File: src/rtl/seg_scan_if.sv
// Display-data bundle between a digit source and the multiplexed
// seven-segment scanner.
interface seg_scan_if #(
  parameter int DIGITS = 4
) ();
  logic [4*DIGITS-1:0] digits;
  logic [DIGITS-1:0]   dp_mask;
  logic                blank_lz;
  logic [7:0]          seg_n;
  logic [DIGITS-1:0]   an_n;
  logic                frame;

  modport master (
    output digits, dp_mask, blank_lz,
    input  seg_n, an_n, frame
  );

  modport slave (
    input  digits, dp_mask, blank_lz,
    output seg_n, an_n, frame
  );
endinterface

File: src/rtl/seg_scan.sv
// Time-multiplexed seven-segment scanner with a per-frame input snapshot,
// dead-time anti-ghosting and optional leading-zero blanking.
module seg_scan #(
  parameter int DIGITS   = 4,
  parameter int SCAN_DIV = 50000,
  parameter int DEAD     = 500
) (
  input  logic       clk,
  input  logic       reset,
  seg_scan_if.slave  bus
);

  localparam int TW = $clog2(SCAN_DIV);
  localparam int IW = (DIGITS > 1) ? $clog2(DIGITS) : 1;

  logic [TW-1:0]       tick_q, tick_d;
  logic [IW-1:0]       idx_q, idx_d;
  logic [4*DIGITS-1:0] snap_digits_q, snap_digits_d;
  logic [DIGITS-1:0]   snap_dp_q, snap_dp_d;
  logic                snap_blz_q, snap_blz_d;
  logic [7:0]          seg_q, seg_d;
  logic [DIGITS-1:0]   an_q, an_d;
  logic                frame_q, frame_d;

  logic                load;
  logic [DIGITS-1:0]   blank;
  logic                zero_above;
  logic [3:0]          cur_val;

  function automatic logic [6:0] pattern(input logic [3:0] v);
    case (v)
      4'h0: pattern = 7'h3F;
      4'h1: pattern = 7'h06;
      4'h2: pattern = 7'h5B;
      4'h3: pattern = 7'h4F;
      4'h4: pattern = 7'h66;
      4'h5: pattern = 7'h6D;
      4'h6: pattern = 7'h7D;
      4'h7: pattern = 7'h07;
      4'h8: pattern = 7'h7F;
      4'h9: pattern = 7'h6F;
      4'hA: pattern = 7'h77;
      4'hB: pattern = 7'h7C;
      4'hC: pattern = 7'h39;
      4'hD: pattern = 7'h5E;
      4'hE: pattern = 7'h79;
      default: pattern = 7'h71;
    endcase
  endfunction

  // Scan position and snapshot capture.
  always_comb begin
    // NOTE: every output of a combinational block gets a default first,
    // so no path through the ifs can leave a latch behind.
    load          = (tick_q == '0) && (idx_q == '0);
    tick_d        = tick_q + 1'b1;
    idx_d         = idx_q;
    snap_digits_d = snap_digits_q;
    snap_dp_d     = snap_dp_q;
    snap_blz_d    = snap_blz_q;
    frame_d       = load;

    if (tick_q == TW'(SCAN_DIV - 1)) begin
      tick_d = '0;
      idx_d  = (idx_q == IW'(DIGITS - 1)) ? '0 : idx_q + 1'b1;
    end

    if (load) begin
      snap_digits_d = bus.digits;
      snap_dp_d     = bus.dp_mask;
      snap_blz_d    = bus.blank_lz;
    end
  end

  // A digit is blank when it and everything to its left is zero; digit 0 always shows.
  always_comb begin
    blank      = '0;
    zero_above = 1'b1;
    for (int i = DIGITS - 1; i >= 0; i--) begin
      zero_above = zero_above && (snap_digits_q[4*i +: 4] == 4'd0);
      if (i != 0) blank[i] = snap_blz_q && zero_above;
    end
  end

  always_comb begin
    cur_val = snap_digits_q[4*idx_q +: 4];
    seg_d   = 8'hFF;
    an_d    = '1;
    if ((tick_q >= TW'(DEAD)) && !blank[idx_q]) begin
      an_d  = ~(DIGITS'(1) << idx_q);
      seg_d = {~snap_dp_q[idx_q], ~pattern(cur_val)};
    end
  end

  always_ff @(posedge clk) begin
    // NOTE: state registers use non-blocking assignments so every flop
    // samples the values from before this edge.
    if (reset) begin
      tick_q        <= '0;
      idx_q         <= '0;
      snap_digits_q <= '0;
      snap_dp_q     <= '0;
      snap_blz_q    <= 1'b0;
      seg_q         <= 8'hFF;
      an_q          <= '1;
      frame_q       <= 1'b0;
    end else begin
      tick_q        <= tick_d;
      idx_q         <= idx_d;
      snap_digits_q <= snap_digits_d;
      snap_dp_q     <= snap_dp_d;
      snap_blz_q    <= snap_blz_d;
      seg_q         <= seg_d;
      an_q          <= an_d;
      frame_q       <= frame_d;
    end
  end

  assign bus.seg_n = seg_q;
  assign bus.an_n  = an_q;
  assign bus.frame = frame_q;

endmodule

File: src/flat_wrapper.sv
// flat-port wrapper written by rule: the top's interface ports become plain ports
module seg_scan_flat 
#(
  parameter int DIGITS   = 4,
  parameter int SCAN_DIV = 50000,
  parameter int DEAD     = 500
)
  (clk, reset, bus_digits, bus_dp_mask, bus_blank_lz, bus_seg_n, bus_an_n, bus_frame);
  seg_scan_if #(.DIGITS(DIGITS)) bus_i ();
  input  logic clk;
  input  logic reset;
  input wire logic [$bits(bus_i.digits)-1:0] bus_digits;
  input wire logic [$bits(bus_i.dp_mask)-1:0] bus_dp_mask;
  input wire logic [$bits(bus_i.blank_lz)-1:0] bus_blank_lz;
  output wire logic [$bits(bus_i.seg_n)-1:0] bus_seg_n;
  output wire logic [$bits(bus_i.an_n)-1:0] bus_an_n;
  output wire logic [$bits(bus_i.frame)-1:0] bus_frame;
  assign bus_i.digits = bus_digits;
  assign bus_i.dp_mask = bus_dp_mask;
  assign bus_i.blank_lz = bus_blank_lz;
  assign bus_seg_n = bus_i.seg_n;
  assign bus_an_n = bus_i.an_n;
  assign bus_frame = bus_i.frame;
  seg_scan #(.DIGITS(DIGITS), .SCAN_DIV(SCAN_DIV), .DEAD(DEAD)) u_core (.clk(clk), .reset(reset), .bus(bus_i));
endmodule
File: config.mk
export PLATFORM = sky130hd
export DESIGN_NAME = seg_scan_flat
export DESIGN_NICKNAME = d
export VERILOG_FILES = /design/src/rtl/seg_scan_if.sv /design/src/rtl/seg_scan.sv /design/src/flat_wrapper.sv
export SDC_FILE = /design/constraint.sdc
export NUM_CORES = 1
export LEC_CHECK = 0
export BUFFER_PORTS_ARGS = -buffer_cell sky130_fd_sc_hd__buf_4
export CAP_MARGIN = 5
export CORE_ASPECT_RATIO = 1.2
export CORE_MARGIN = 2
export CORE_UTILIZATION = 45
export DETAILED_ROUTE_END_ITERATION = 7
export PLACE_DENSITY = 0.7
export SLEW_MARGIN = 20
export SYNTH_ARGS = -nofsm -noshare
export SYNTH_HDL_FRONTEND = slang
export SYNTH_SLANG_ARGS = --single-unit
File: constraint.sdc
create_clock -name clk -period 2.8 [get_ports clk]
set_input_delay 0.84 -clock clk [delete_from_list [all_inputs] [get_ports clk]]
set_output_delay 0.84 -clock clk [all_outputs]
set_load 0.005 [all_outputs]
---- Word level (Yosys, flattened, before mapping) ----
Memory sizes are Yosys's and may differ from the RTL's.
Index checks and enable logic that the tools add are counted.
storage, ports and cells
  register bits after elaboration ......... 52
  bits in read-only memories .............. 112
  input bits .............................. 23
  memories kept ........................... 1
memory list
  name              words  bits a word  rd ports  clocked after memory_dff  wr ports  line            source
  (name not given)  16     7            1         0                         0         seg_scan.sv:31  case (v)
operators by class
  add/subtract/negate cells ............... 2
  magnitude comparators ................... 2
  eq/ne operators ......................... 2
  shift-type cells ........................ 2
  mux-type cells .......................... 6
  bitwise logic cells ..................... 4
  reductions and logical operators ........ 15
operator list
  cell                                                                     number
  16-bit by 1-bit adder with 16-bit output (second input constant)         1
  16-bit equality test (second input constant)                             1
  16-bit by 9-bit >= comparator with 1-bit output (second input constant)  1
  16-bit zero test                                                         1
  16-bit by 5-bit indexed part select with 4-bit output                    1
  4-bit zero test                                                          3
  1-bit logical AND                                                        7
  7-bit 2-to-1 mux                                                         1
  7-bit NOT                                                                1
  1-bit binary-select mux with 2-bit select                                2
  4-bit NOT                                                                1
  2-bit OR reduction                                                       2
  1-bit by 2-bit << shifter with 4-bit output (first input constant)       1
  2-bit by 3-bit < comparator with 1-bit output (second input constant)    1
  2-bit by 1-bit adder with 2-bit output (second input constant)           1
  2-bit equality test (second input constant)                              1
  2-bit zero test                                                          1
  1-bit 2-to-1 mux                                                         2
  2-bit 2-to-1 mux                                                         1
  1-bit NOT                                                                2
  1-bit zero test                                                          1

---- Depth between registers and ports, before layout ----
Gate-level depths: netlist of run 1.
  depth after elaboration ................. 10
  depth in mapped cells ................... 8
  mapped depth without buffers ............ 7

---- Least setup slack after synthesis of run 1 ----
OpenSTA, ideal clock, no wires.
  path type ............................... reg2reg
  start point ............................. reg u_core.idx_q[0]
  end point ............................... reg u_core.seg_q[5] (netlist: u_core.bus.seg_n[5])
  data arrival time ....................... 1.803 ns
  data required time ...................... 2.663 ns
  setup slack ............................. 0.859 ns
  cell stages (with the launch flop) ...... 7
  path buffers ............................ 1
  period minus slack after synthesis ...... 1.941 ns
  cell sequence ........................... dfxtp_1 -> buf_4 -> mux4_2 -> ha_1 -> mux2_2 -> a21oi_1 -> nand3_1
between the ends
  word-level cells in the longest chain between the ends .. 6
  elaborated cells between the ends (all ways) .. 10
  classes of those cells .................. shift: 1; mux: 3; bitwise: 2; reduce/logical: 3; memory: 1
RTL lines
  item                                                                            line             source
  from (decl)                                                                     seg_scan.sv:17   logic [IW-1:0] idx_q, idx_d;
  from (signal assigned)                                                          seg_scan.sv:109  idx_q <= idx_d;
  parallel branches: the longest is 6 deep, another holds memory read 16 x 7 bit  -
  to (signal assigned)                                                            seg_scan.sv:113  seg_q <= seg_d;
  to (decl)                                                                       seg_scan.sv:21   logic [7:0] seg_q, seg_d;
Parallel ways; which one is timed is not known. The select of a mux whose other input is x is not followed.
A chain may end at the register's enable or synchronous reset.

---- Worst setup path in the final report of run 1 ----
  start point ............................. reg u_core.idx_q[0]
  end point ............................... reg u_core.seg_q[1] (netlist: u_core.bus.seg_n[1])
The elaborated chain is that of the path after synthesis.

==> results.md, run 1 <==
* Achievable Freq at 0.447 GHz
* DR vias/cell at 5.73
* Sum Neg Setup Slack at 0 ns
* CORE AREA at 5300 µm²
* Crit-path slowest cell: dfxtp_1
* Worst Max-Slew Pin Slew at 0.508 ns
* Clock-pin slew of the registers on the worst-case setup and hold paths at 0.10 ns
* Cell taking the most area after synthesis: dfxtp_1
* Critical path fanouts, max at 12
* Final Hold Viols at 0
* CP Data Arrival Time at 2.42 ns
* Root buf cell: clkbuf_8
* Cell Area, Synth at 2470 µm²
* Ys Warns at 0
* Pins Over Slew Limit at 0
* Drt total wl at 5.37 mm
* Sinks on Clock Net at 52
* Final ANT Viol Nets at 0
* Max Root-Sink Buffers at 2
* Grt total ovfl at 0
* Skew final at 0.0140 ns
* Slew Limit Headroom at 66.1%
* Area growth syn-to-layout at 16.6%
* CP Capture Type: flip-flop
* Layout cells sized above 1 at 19.0%
* NumNets Final at 339
* Register area share after synthesis at 42.1%
* Pin count of the biggest net entering global routing at 27
* Via total after detailed routing at 2104
* First-pass GRT wire length at 9.14 mm
* Final setup vio count at 0
* H-tree lvl count at 2
* DRC errors left at 0
* Lkg Pwr at 0.00107 µW
* Largest stage delay on the critical path at 0.65 ns
* VDD IR max at 0.000301 V
* Vias in the first global route at 1992
* CTS Hold Bufs at 0
* Crit share post-route at 79.9%
* Critical path's most frequent cell: inv_1
* All-Layer GR Usage at 18.6%
* Post-route cell area at 2880 µm²
* Total CTS buffers at 5
* Clock latency on the worst-skew pair at 0.31 ns
* Crit-path cells: mux4_2 -> inv_1 -> ha_1 -> inv_1 -> mux2i_1 -> a32oi_1 -> nand3_1
* Synthesized flop and latch total at 52
* Max-cap violations at 0
* Util after Layout at 54.4%
* Routed length per instance at 14.6 µm
* I/O pin total at 36
* FP Rows at 29
* Mapped Cells at 276
* Yosys top cell area share at 42.1%
* Syn_nets at 311
* Post-synth cell types at 41
* GPL Wtd Cong at 0.850
* Drt initial violations at 90
* Diodes inserted at 0
* Multi-input logic area at 1300 µm²
* CTS tree: built
* RSZ-0062 raised after global routing: false
* Detailed Routing Iterations Pass 1 at 4
* Startpoint Class: flip-flop
* Sequential Area at 1040 µm²
* Min cycle time layout at 2.24 ns
* Setup bufs post-CTS at 0
* PortBufs at 35
* Chip height at 85.2 µm
* Worst Path Class, Setup: reg2reg
* Initial antenna violation count at 0
* Worst EP required at 2.98 ns
* Initial core utilization at 46.7%
* Die W at 71.7 µm
* Die area at 6110 µm²
* # fillers at 495
* HP Class: reg2reg
* Placed Area at 2760 µm²
* P per Cell Area at 535 nW/µm²
* Synth top area cells: dfxtp_1 (42%), nand3_1 (8.1%), ha_1 (6.1%)
* PostCTS Resize Cnt at 0
* Status: completed
* DP HPWL at 3.74 mm
* Synthesized area per cell at 8.96 µm²
cell usage after synthesis, drive strengths merged:
cell	count
nor4bb	1
mux4	5
a21o	1
o31ai	1
mux2	2
or3	3
nand3	40
o211ai	1
a32oi	1
nor2b	1
xnor2	7
buf	9
nor3	5
inv	11
ha	12
o2111ai	2
o21bai	1
o21ai	25
xor2	6
a21oi	27
nand2	7
dfxtp	52
nor2	17
clkbuf	10
nor3b	1
nand3b	1
and4	3
and3	3
or4	4
a221oi	1
mux2i	3
a22oi	1
nor4	6
o2bb2ai	1
nand4	5
routing by layer:
metal | vias to the layer above | wire length [µm] | part of all wire, % | GRT usage [%]
li1 | 1047 | - | - | -
met1 | 993 | 2430 | 45 | 23.8
met2 | 55 | 2610 | 49 | 31.2
met3 | 9 | 228 | 4.2 | 3.80
met4 | 0 | 104 | 1.9 | 6.17
met5 | - | 0 | 0 | 0
worst paths after layout:
path | startpoint | to | slack [ns] | depth (start not counted)
setup / recovery | u_core.idx_q[0] | u_core.bus.seg_n[1] | 0.56 | 7
hold / removal | u_core.snap_digits_q[0] | u_core.snap_digits_q[0] | 0.49 | 2
setup reg to reg | u_core.idx_q[0] | u_core.bus.seg_n[1] | 0.56 | 7
hold reg to reg | u_core.snap_digits_q[0] | u_core.snap_digits_q[0] | 0.49 | 2
final cells by class:
| cell class | instances | area share, % |
|---|---|---|
| Multi-Input combinational cell | 194 | 45.2 |
| Sequential cell | 52 | 36.1 |
| Timing Repair Buffer | 40 | 10.4 |
| Clock buffer | 6 | 2.86 |
| Tap cell | 62 | 2.69 |
| Inverter | 11 | 1.43 |
| Clock inverter | 2 | 1.34 |
where the power goes:
group,switching (µW),internal (µW)
Combinational,106,92.7
Sequential,24.8,772
Clock,254,293
worst max-delay path: cells and delay by family (launching register included):
family	cells	cell delay, ns
buffers and inverters	2	0.25
adder cells (fa/ha/maj)	1	0.24
multiplexers	2	0.72
flip-flops	1	0.65
AO/OA/AOI/OAI	1	0.16
AND/OR/NAND/NOR	1	0.09
through the flow:
| stage | worst slack [ns] | power, µW | instances | hold slack, ns |
|---|---|---|---|---|
| floorplan | 0.859 | 945 | 276 | 0.449 |
| global placement | 0.639 | 1010 | 359 | 0.468 |
| detailed placement | 0.566 | 1010 | 359 | 0.474 |
| CTS | 0.552 | 1550 | 367 | 0.487 |
| global route | 0.404 | 1610 | 367 | 0.507 |
| finish | 0.564 | 1540 | 367 | 0.488 |
sequential cells by signal (all words and copies together) (netlist names):
register / count
u_core.bus.seg_n: 8
u_core.bus.an_n: 4
u_core.bus.frame: 1
u_core.snap_blz_q: 1
u_core.idx_q: 2
u_core.snap_digits_q: 16
u_core.tick_q: 16
u_core.snap_dp_q: 4
placed cells by master, fill, tap and decap left out, drive strengths merged, types with 4 or more instances in the layout:
master / synthesis / routed
nand2: 7 / 7
buf: 9 / 40
nor2: 17 / 17
a21oi: 27 / 27
xor2: 6 / 6
inv: 11 / 11
dfxtp: 52 / 52
nor3: 5 / 5
o21ai: 25 / 25
nor4: 6 / 6
mux4: 5 / 5
nand4: 5 / 5
ha: 12 / 12
clkbuf: 10 / 6
or4: 4 / 4
nand3: 40 / 40
xnor2: 7 / 7
logic make-up (layout without fill, tap and decap cells):
| kind of cell | after synthesis | after routing | synth area share (%) |
|---|---|---|---|
| fa+ha+maj | 12 | 12 | 6.07 |
| xor+xnor | 13 | 13 | 4.61 |
| mux | 10 | 10 | 6.68 |
| simple gates | 97 | 97 | 21.2 |
| flops | 52 | 52 | 42.1 |
| compound gates | 62 | 62 | 13.8 |
| buf+inv | 30 | 59 | 5.57 |
Power figures use the tool's default switching activity.
==> run 2, diff against run 1 <==
==> constraint.sdc (replaced) <==
create_clock -name clk -period 2.17 [get_ports clk]
set_input_delay 0.651 -clock clk [delete_from_list [all_inputs] [get_ports clk]]
set_output_delay 0.651 -clock clk [all_outputs]
set_load 0.005 [all_outputs]
==> run 2 against run 1 <==
Against the previous run:
- critical path depth decreased by 2
- register-to-register slack got worse by 0.38 ns
- clock-buffer cell count increased by 2
- critical endpoint is now u_core.bus.seg_n[5]
- setup slack got worse by 0.38 ns
- power increased by 20%
- final area increased by 0.17%
- largest cell class unchanged
- non-clock buffer count increased by 3
- wire length decreased by 1.4%
==> results.md, run 2 (synthesized netlist as in run 1, its figures left out) <==
* Drt initial violations at 90 (unchanged)
* I/O pin total at 36 (unchanged)
* Final hold slack at 0.482 ns (-0.00614 ns)
* Pins Over Slew Limit at 0 (unchanged)
* P per Cell Area at 639 nW/µm² (+20%)
* PostCTS Resize Cnt at 0 (unchanged)
* Skew final at 0.00884 ns (-0.00512 ns)
* Startpoint Class: flip-flop
* CORE AREA at 5300 µm² (unchanged)
* H-tree lvl count at 2 (unchanged)
* Min cycle time layout at 1.99 ns (-0.247 ns)
* DR vias/cell at 5.61 (-2.1%)
* Crit share post-route at 91.7% (+12 points)
* # fillers at 487 (-1.6%)
* Max Root-Sink Buffers at 2 (unchanged)
* Sum Neg Setup Slack at 0 ns (unchanged)
* CP top delay family: multiplexers
* Detailed Routing Iterations Pass 1 at 4 (unchanged)
* Sequential Area at 1040 µm² (+0.12%)
* Crit-path slowest cell: mux4_2
* CP Data Arrival Time at 2.17 ns (-0.25 ns)
* Area growth syn-to-layout at 16.9%
* HP Class: reg2reg
* Root buf cell: clkbuf_8
* Grt total ovfl at 0 (unchanged)
* Crit-path cells: mux4_2 -> ha_1 -> mux2_2 -> a21oi_1 -> nand3_1
* Achievable Freq at 0.503 GHz (+12%)
* NumNets Final at 342 (+0.88%)
* Initial core utilization at 46.7% (unchanged)
* Worst Path Class, Setup: reg2reg
* Total CTS buffers at 5 (unchanged)
* Cells after DPL at 362 (+0.84%)
* FP Rows at 29 (unchanged)
* Layout Cells excl Fill at 370 (+0.82%)
* Worst reg2reg path depth at 5 (-2)
* Clock-pin slew of the registers on the worst-case setup and hold paths at 0.09 ns (about the same)
* Pin count of the biggest net entering global routing at 27 (unchanged)
* Drt total wl at 5.30 mm (-1.4%)
* First-pass GRT wire length at 9.07 mm (-0.83%)
* Multi-input logic area at 1300 µm² (unchanged)
* Clock latency on the worst-skew pair at 0.30 ns (about the same)
* Post-route setup slack at 0.181 ns (-0.383 ns)
* R2R setup slack at 0.18 ns (-0.38 ns)
* Critical path fanouts, max at 7 (-5)
* DP HPWL at 3.82 mm (+2.4%)
* PortBufs at 35 (unchanged)
* CTS tree: built
* Initial antenna violation count at 0 (unchanged)
* Setup bufs post-CTS at 0 (unchanged)
* GPL Wtd Cong at 0.874 (+2.7%)
* Largest stage delay on the critical path at 0.61 ns (-0.04 ns)
* Most frequent cells in the layout: dfxtp_1 (51), buf_4 (42), nand3_1 (40)
* Sinks on Clock Net at 52 (unchanged)
* DRC errors left at 0 (unchanged)
* Pre-CTS setup slack at 0.0752 ns (-0.491 ns)
* CP Capture Type: flip-flop
* Worst Max-Slew Pin Slew at 0.458 ns (-0.0503 ns)
* Most common cell after layout, fill and taps aside: dfxtp_1
* CTS Hold Bufs at 0 (unchanged)
* Cells on Worst Hold Path at 2 (unchanged)
* CP bufs+invs at 0 (-2)
* Chip height at 85.2 µm (unchanged)
* Final ANT Viol Nets at 0 (unchanged)
* Crit path depth at 5 (-2)
* Lkg Pwr at 0.00107 µW (+0.38%)
* Max-cap violations at 0 (unchanged)
* Status: completed
* Final setup vio count at 0 (unchanged)
* Vias in the first global route at 1974 (-0.90%)
* All-Layer GR Usage at 18.5% (-0.12 points)
* Worst EP required at 2.35 ns (-0.63 ns)
* VDD IR max at 0.000293 V (-2.5%)
* Slew Limit Headroom at 69.2% (+3.1 points)
* Routed length per instance at 14.3 µm (-2.2%)
* Layout cells sized above 1 at 19.5% (+0.46 points)
* Die W at 71.7 µm (unchanged)
* Die area at 6110 µm² (unchanged)
* Final Hold Viols at 0 (unchanged)
* Diodes inserted at 0 (unchanged)
* Via total after detailed routing at 2076 (-1.3%)
* RSZ-0062 raised after global routing: false
## run 2: path summary, 6_finish.rpt
kind,startpoint,endpoint
worst min-delay path,u_core.snap_digits_q[0],u_core.snap_digits_q[0]
worst max register to register,u_core.idx_q[0],u_core.bus.seg_n[5]
worst min register to register,u_core.snap_digits_q[0],u_core.snap_digits_q[0]
worst max-delay path,u_core.idx_q[0],u_core.bus.seg_n[5]
## run 2: where the power goes
group          total, µW  switching [µW]  internal, µW
Combinational        270             141           129
Sequential          1030            29.7           996
Clock                552             291           261
## run 2: final cells by class
cell class / count / area share [%]
Multi-Input combinational cell: 194 / 45.1
Timing Repair Buffer: 43 / 11.6
Sequential cell: 52 / 36.1
Clock buffer: 8 / 3.12
Tap cell: 62 / 2.69
Inverter: 11 / 1.43
## run 2: routing by layer
layer / global-route usage, % / wire (µm)
met1: 23.3 / 2480
met3: 2.61 / 141
met4: 6.86 / 74
met2: 31.8 / 2600
met5: 0 / 0
## run 2: metrics by stage
step | util (%) | power (µW) | area [µm²]
2_1_floorplan | - | 1220 | 2470
3_3_place_gp | 52.8 | 1310 | 2800
3_5_place_dp | 52.8 | 1320 | 2800
4_1_cts | 54.5 | 1870 | 2890
5_1_grt | 54.5 | 1950 | 2890
6_report | 54.5 | 1850 | 2890
## run 2: worst reg2reg max path, stage by stage (launching register included)
cell and delay, ns:
dfxtp_2 0.43, mux4_2 0.61, ha_1 0.29, mux2_2 0.28, a21oi_1 0.16, nand3_1 0.09
==> run 3, diff against run 2 <==
--- a/config.mk
+++ b/config.mk
@@ -9,9 +9,9 @@
 export CAP_MARGIN = 5
 export CORE_ASPECT_RATIO = 1.2
 export CORE_MARGIN = 2
-export CORE_UTILIZATION = 45
+export CORE_UTILIZATION = 56
 export DETAILED_ROUTE_END_ITERATION = 7
-export PLACE_DENSITY = 0.7
+export PLACE_DENSITY = 0.83
 export SLEW_MARGIN = 20
 export SYNTH_ARGS = -nofsm -noshare
 export SYNTH_HDL_FRONTEND = slang
==> run 3 against run 2 <==
Against the previous run:
- critical path type unchanged
- setup slack better by 0.0067 ns
- clock skew is 0.0058 ns higher
- global-route usage is 3.7 points higher
- sequential power hardly changed
- largest cell class unchanged
- critical path depth is 2 higher
- sequential cell count stayed put
- combinational power hardly changed
- critical endpoint is now u_core.bus.seg_n[1]
- cell count is 1.9% lower
==> results.md, run 3 (synthesized netlist as in run 1, its figures left out) <==
* Worst EP required at 2.36 ns (about the same)
* Pin count of the biggest net entering global routing at 27 (unchanged)
* DR vias/cell at 5.79 (+3.2%)
* Drt total wl at 5.15 mm (-2.8%)
* Status: completed
* Final ANT Viol Nets at 0 (unchanged)
* Worst Path Class, Setup: reg2reg
* Setup bufs post-CTS at 0 (unchanged)
* Sequential Power Share at 55.0% (-0.5 points)
* HP Class: reg2reg
* Chip height at 76.8 µm (-9.9%)
* Max-cap violations at 0 (unchanged)
* Startpoint Class: flip-flop
* Crit share post-route at 91.4% (-0.31 points)
* CP Capture Type: flip-flop
* Sw Ratio at 27.2% (+2.2 points)
* RSZ-0062 raised after global routing: false
* Final Hold Viols at 0 (unchanged)
* Clock-pin slew of the registers on the worst-case setup and hold paths at 0.10 ns (about the same)
* Clock latency on the worst-skew pair at 0.31 ns (about the same)
* Drt initial violations at 93 (+3.3%)
* Sum Neg Setup Slack at 0 ns (unchanged)
* H-tree lvl count at 2 (unchanged)
* Routed length per instance at 14.2 µm (-0.94%)
* NumNets Final at 341 (-0.29%)
* Die area at 4960 µm² (-19%)
* Vias in the first global route at 1967 (-0.35%)
* CTS tree: built
* CP bufs+invs at 2 (+2)
* Via total after detailed routing at 2101 (+1.2%)
* GPL Wtd Cong at 0.819 (-6.2%)
* I/O pin total at 36 (unchanged)
* Most frequent cells in the layout: dfxtp_1 (51), buf_4 (41), nand3_1 (40)
* FP Rows at 26 (-10%)
* P per Cell Area at 648 nW/µm² (+1.3%)
* Max Root-Sink Buffers at 2 (unchanged)
* VDD IR max at 0.000419 V (+43%)
* Crit-path cells: mux4_2 -> inv_1 -> ha_1 -> inv_1 -> mux2i_1 -> a32oi_1 -> nand3_1
* Pins Over Slew Limit at 0 (unchanged)
* Min cycle time layout at 1.98 ns (-0.00668 ns)
* Clock power frac at 30.6% (+0.7 points)
* Worst Max-Slew Pin Slew at 0.419 ns (-0.0393 ns)
* DRC errors left at 0 (unchanged)
* Critical path fanouts, max at 7 (unchanged)
* Initial core utilization at 58.0% (+11 points)
* DP HPWL at 3.85 mm (+0.59%)
* CP top delay family: multiplexers
* Area growth syn-to-layout at 16.4%
* Sinks on Clock Net at 52 (unchanged)
* Die W at 64.7 µm (-9.8%)
* Slew Limit Headroom at 71.8% (+2.6 points)
* Most common cell after layout, fill and taps aside: dfxtp_1
* Grt total ovfl at 0 (unchanged)
* Diodes inserted at 0 (unchanged)
* Largest stage delay on the critical path at 0.60 ns (about the same)
* Lkg Pwr at 0.00107 µW (-0.19%)
* CP Data Arrival Time at 2.18 ns (about the same)
* CTS Hold Bufs at 0 (unchanged)
* Skew final at 0.0146 ns (+0.00577 ns)
* Root buf cell: clkbuf_8
* Pint at 1360 µW (-1.9%)
* Final setup vio count at 0 (unchanged)
* Initial antenna violation count at 0 (unchanged)
* Comb power frac at 14.4% (-0.2 points)
* PortBufs at 35 (unchanged)
* Switching power total at 507 µW (+9.8%)
* Achievable Freq at 0.504 GHz (+0.34%)
* Crit-path slowest cell: mux4_2
* Detailed Routing Iterations Pass 1 at 4 (unchanged)
* Critical path's most frequent cell: inv_1
* First-pass GRT wire length at 8.67 mm (-4.3%)
* CORE AREA at 4260 µm² (-20%)
* # fillers at 375 (-23%)
* Total CTS buffers at 5 (unchanged)
* Final hold slack at 0.492 ns (+0.00925 ns)
* Layout cells sized above 1 at 19.9% (+0.39 points)
* All-Layer GR Usage at 22.2% (+3.7 points)
[run 3: changes by cell type in the layout (fill, tap and decap cells not counted)]
| cell | change |
|---|---|
| clkbuf_1 | -2 |
| buf_4 | -1 |
| clkinv_4 | +2 |
| inv_6 | +1 |
| clkbuf_8 | -1 |
[run 3: repair_timing]
item	CTS	global route
resized for setup	0	1
endpoints found under the setup margin	0	2
endpoints found under the hold margin	0	0
[run 3: worst paths after layout]
kind                                           from                   to  slack [ns]  depth (start not counted)
worst max register to register      u_core.idx_q[0]  u_core.bus.seg_n[1]        0.19                          7
worst min register to register  u_core.snap_dp_q[3]  u_core.snap_dp_q[3]        0.49                          2
worst max-delay path                u_core.idx_q[0]  u_core.bus.seg_n[1]        0.19                          7
worst min-delay path            u_core.snap_dp_q[3]  u_core.snap_dp_q[3]        0.49                          2
[run 3: layout make-up]
type / count / area [µm²] / share of cell area [%]
multi-input combinational: 194 / 1300 / 45.2
sequential: 52 / 1040 / 36.2
timing repair buffer: 42 / 328 / 11.4
tap: 56 / 70.1 / 2.43
clock buffer: 5 / 68.8 / 2.39
inverter: 11 / 41.3 / 1.43
clock inverter: 3 / 26.3 / 0.913
[run 3: worst reg2reg max path: cells and delay by family, from the launching register on]
| family | cells | cell delay, ns |
|---|---|---|
| buf+inv | 2 | 0.24 |
| compound gates | 1 | 0.17 |
| mux | 2 | 0.68 |
| flops | 1 | 0.44 |
| simple gates | 1 | 0.09 |
| fa+ha+maj | 1 | 0.25 |
[run 3: layer usage]
metal	global-route usage, %	routed length (µm)	up-vias
met5	0	0	-
met4	6.60	60	0
met3	4.99	163	7
met2	40.5	2740	35
met1	25.3	2190	997
li1	-	-	1062
[run 3: power by group through the flow]
| stage | Sequential (µW) | Clock (µW) | Combinational (µW) |
|---|---|---|---|
| 2_1_floorplan | 1040 | 0 | 182 |
| 4_1_cts | 1030 | 583 | 267 |
| 6_report | 1030 | 571 | 268 |
| 3_3_place_gp | 1050 | 0 | 256 |
| 5_1_grt | 1030 | 629 | 296 |
| 3_5_place_dp | 1050 | 0 | 267 |
[run 3: through the flow]
step                      total power [µW]  cells  cell area (µm²)  util [%]  worst slack [ns]
final                                 1870    363             2880      67.6             0.187
after global routing                  1960    363             2880      67.6            0.0777
after CTS                             1880    363             2880      67.5            0.0687
after detailed placement              1320    355             2780      65.3            0.0785
after global placement                1300    355             2780      65.3             0.183
after floorplan                       1220    276             2470         -             0.229
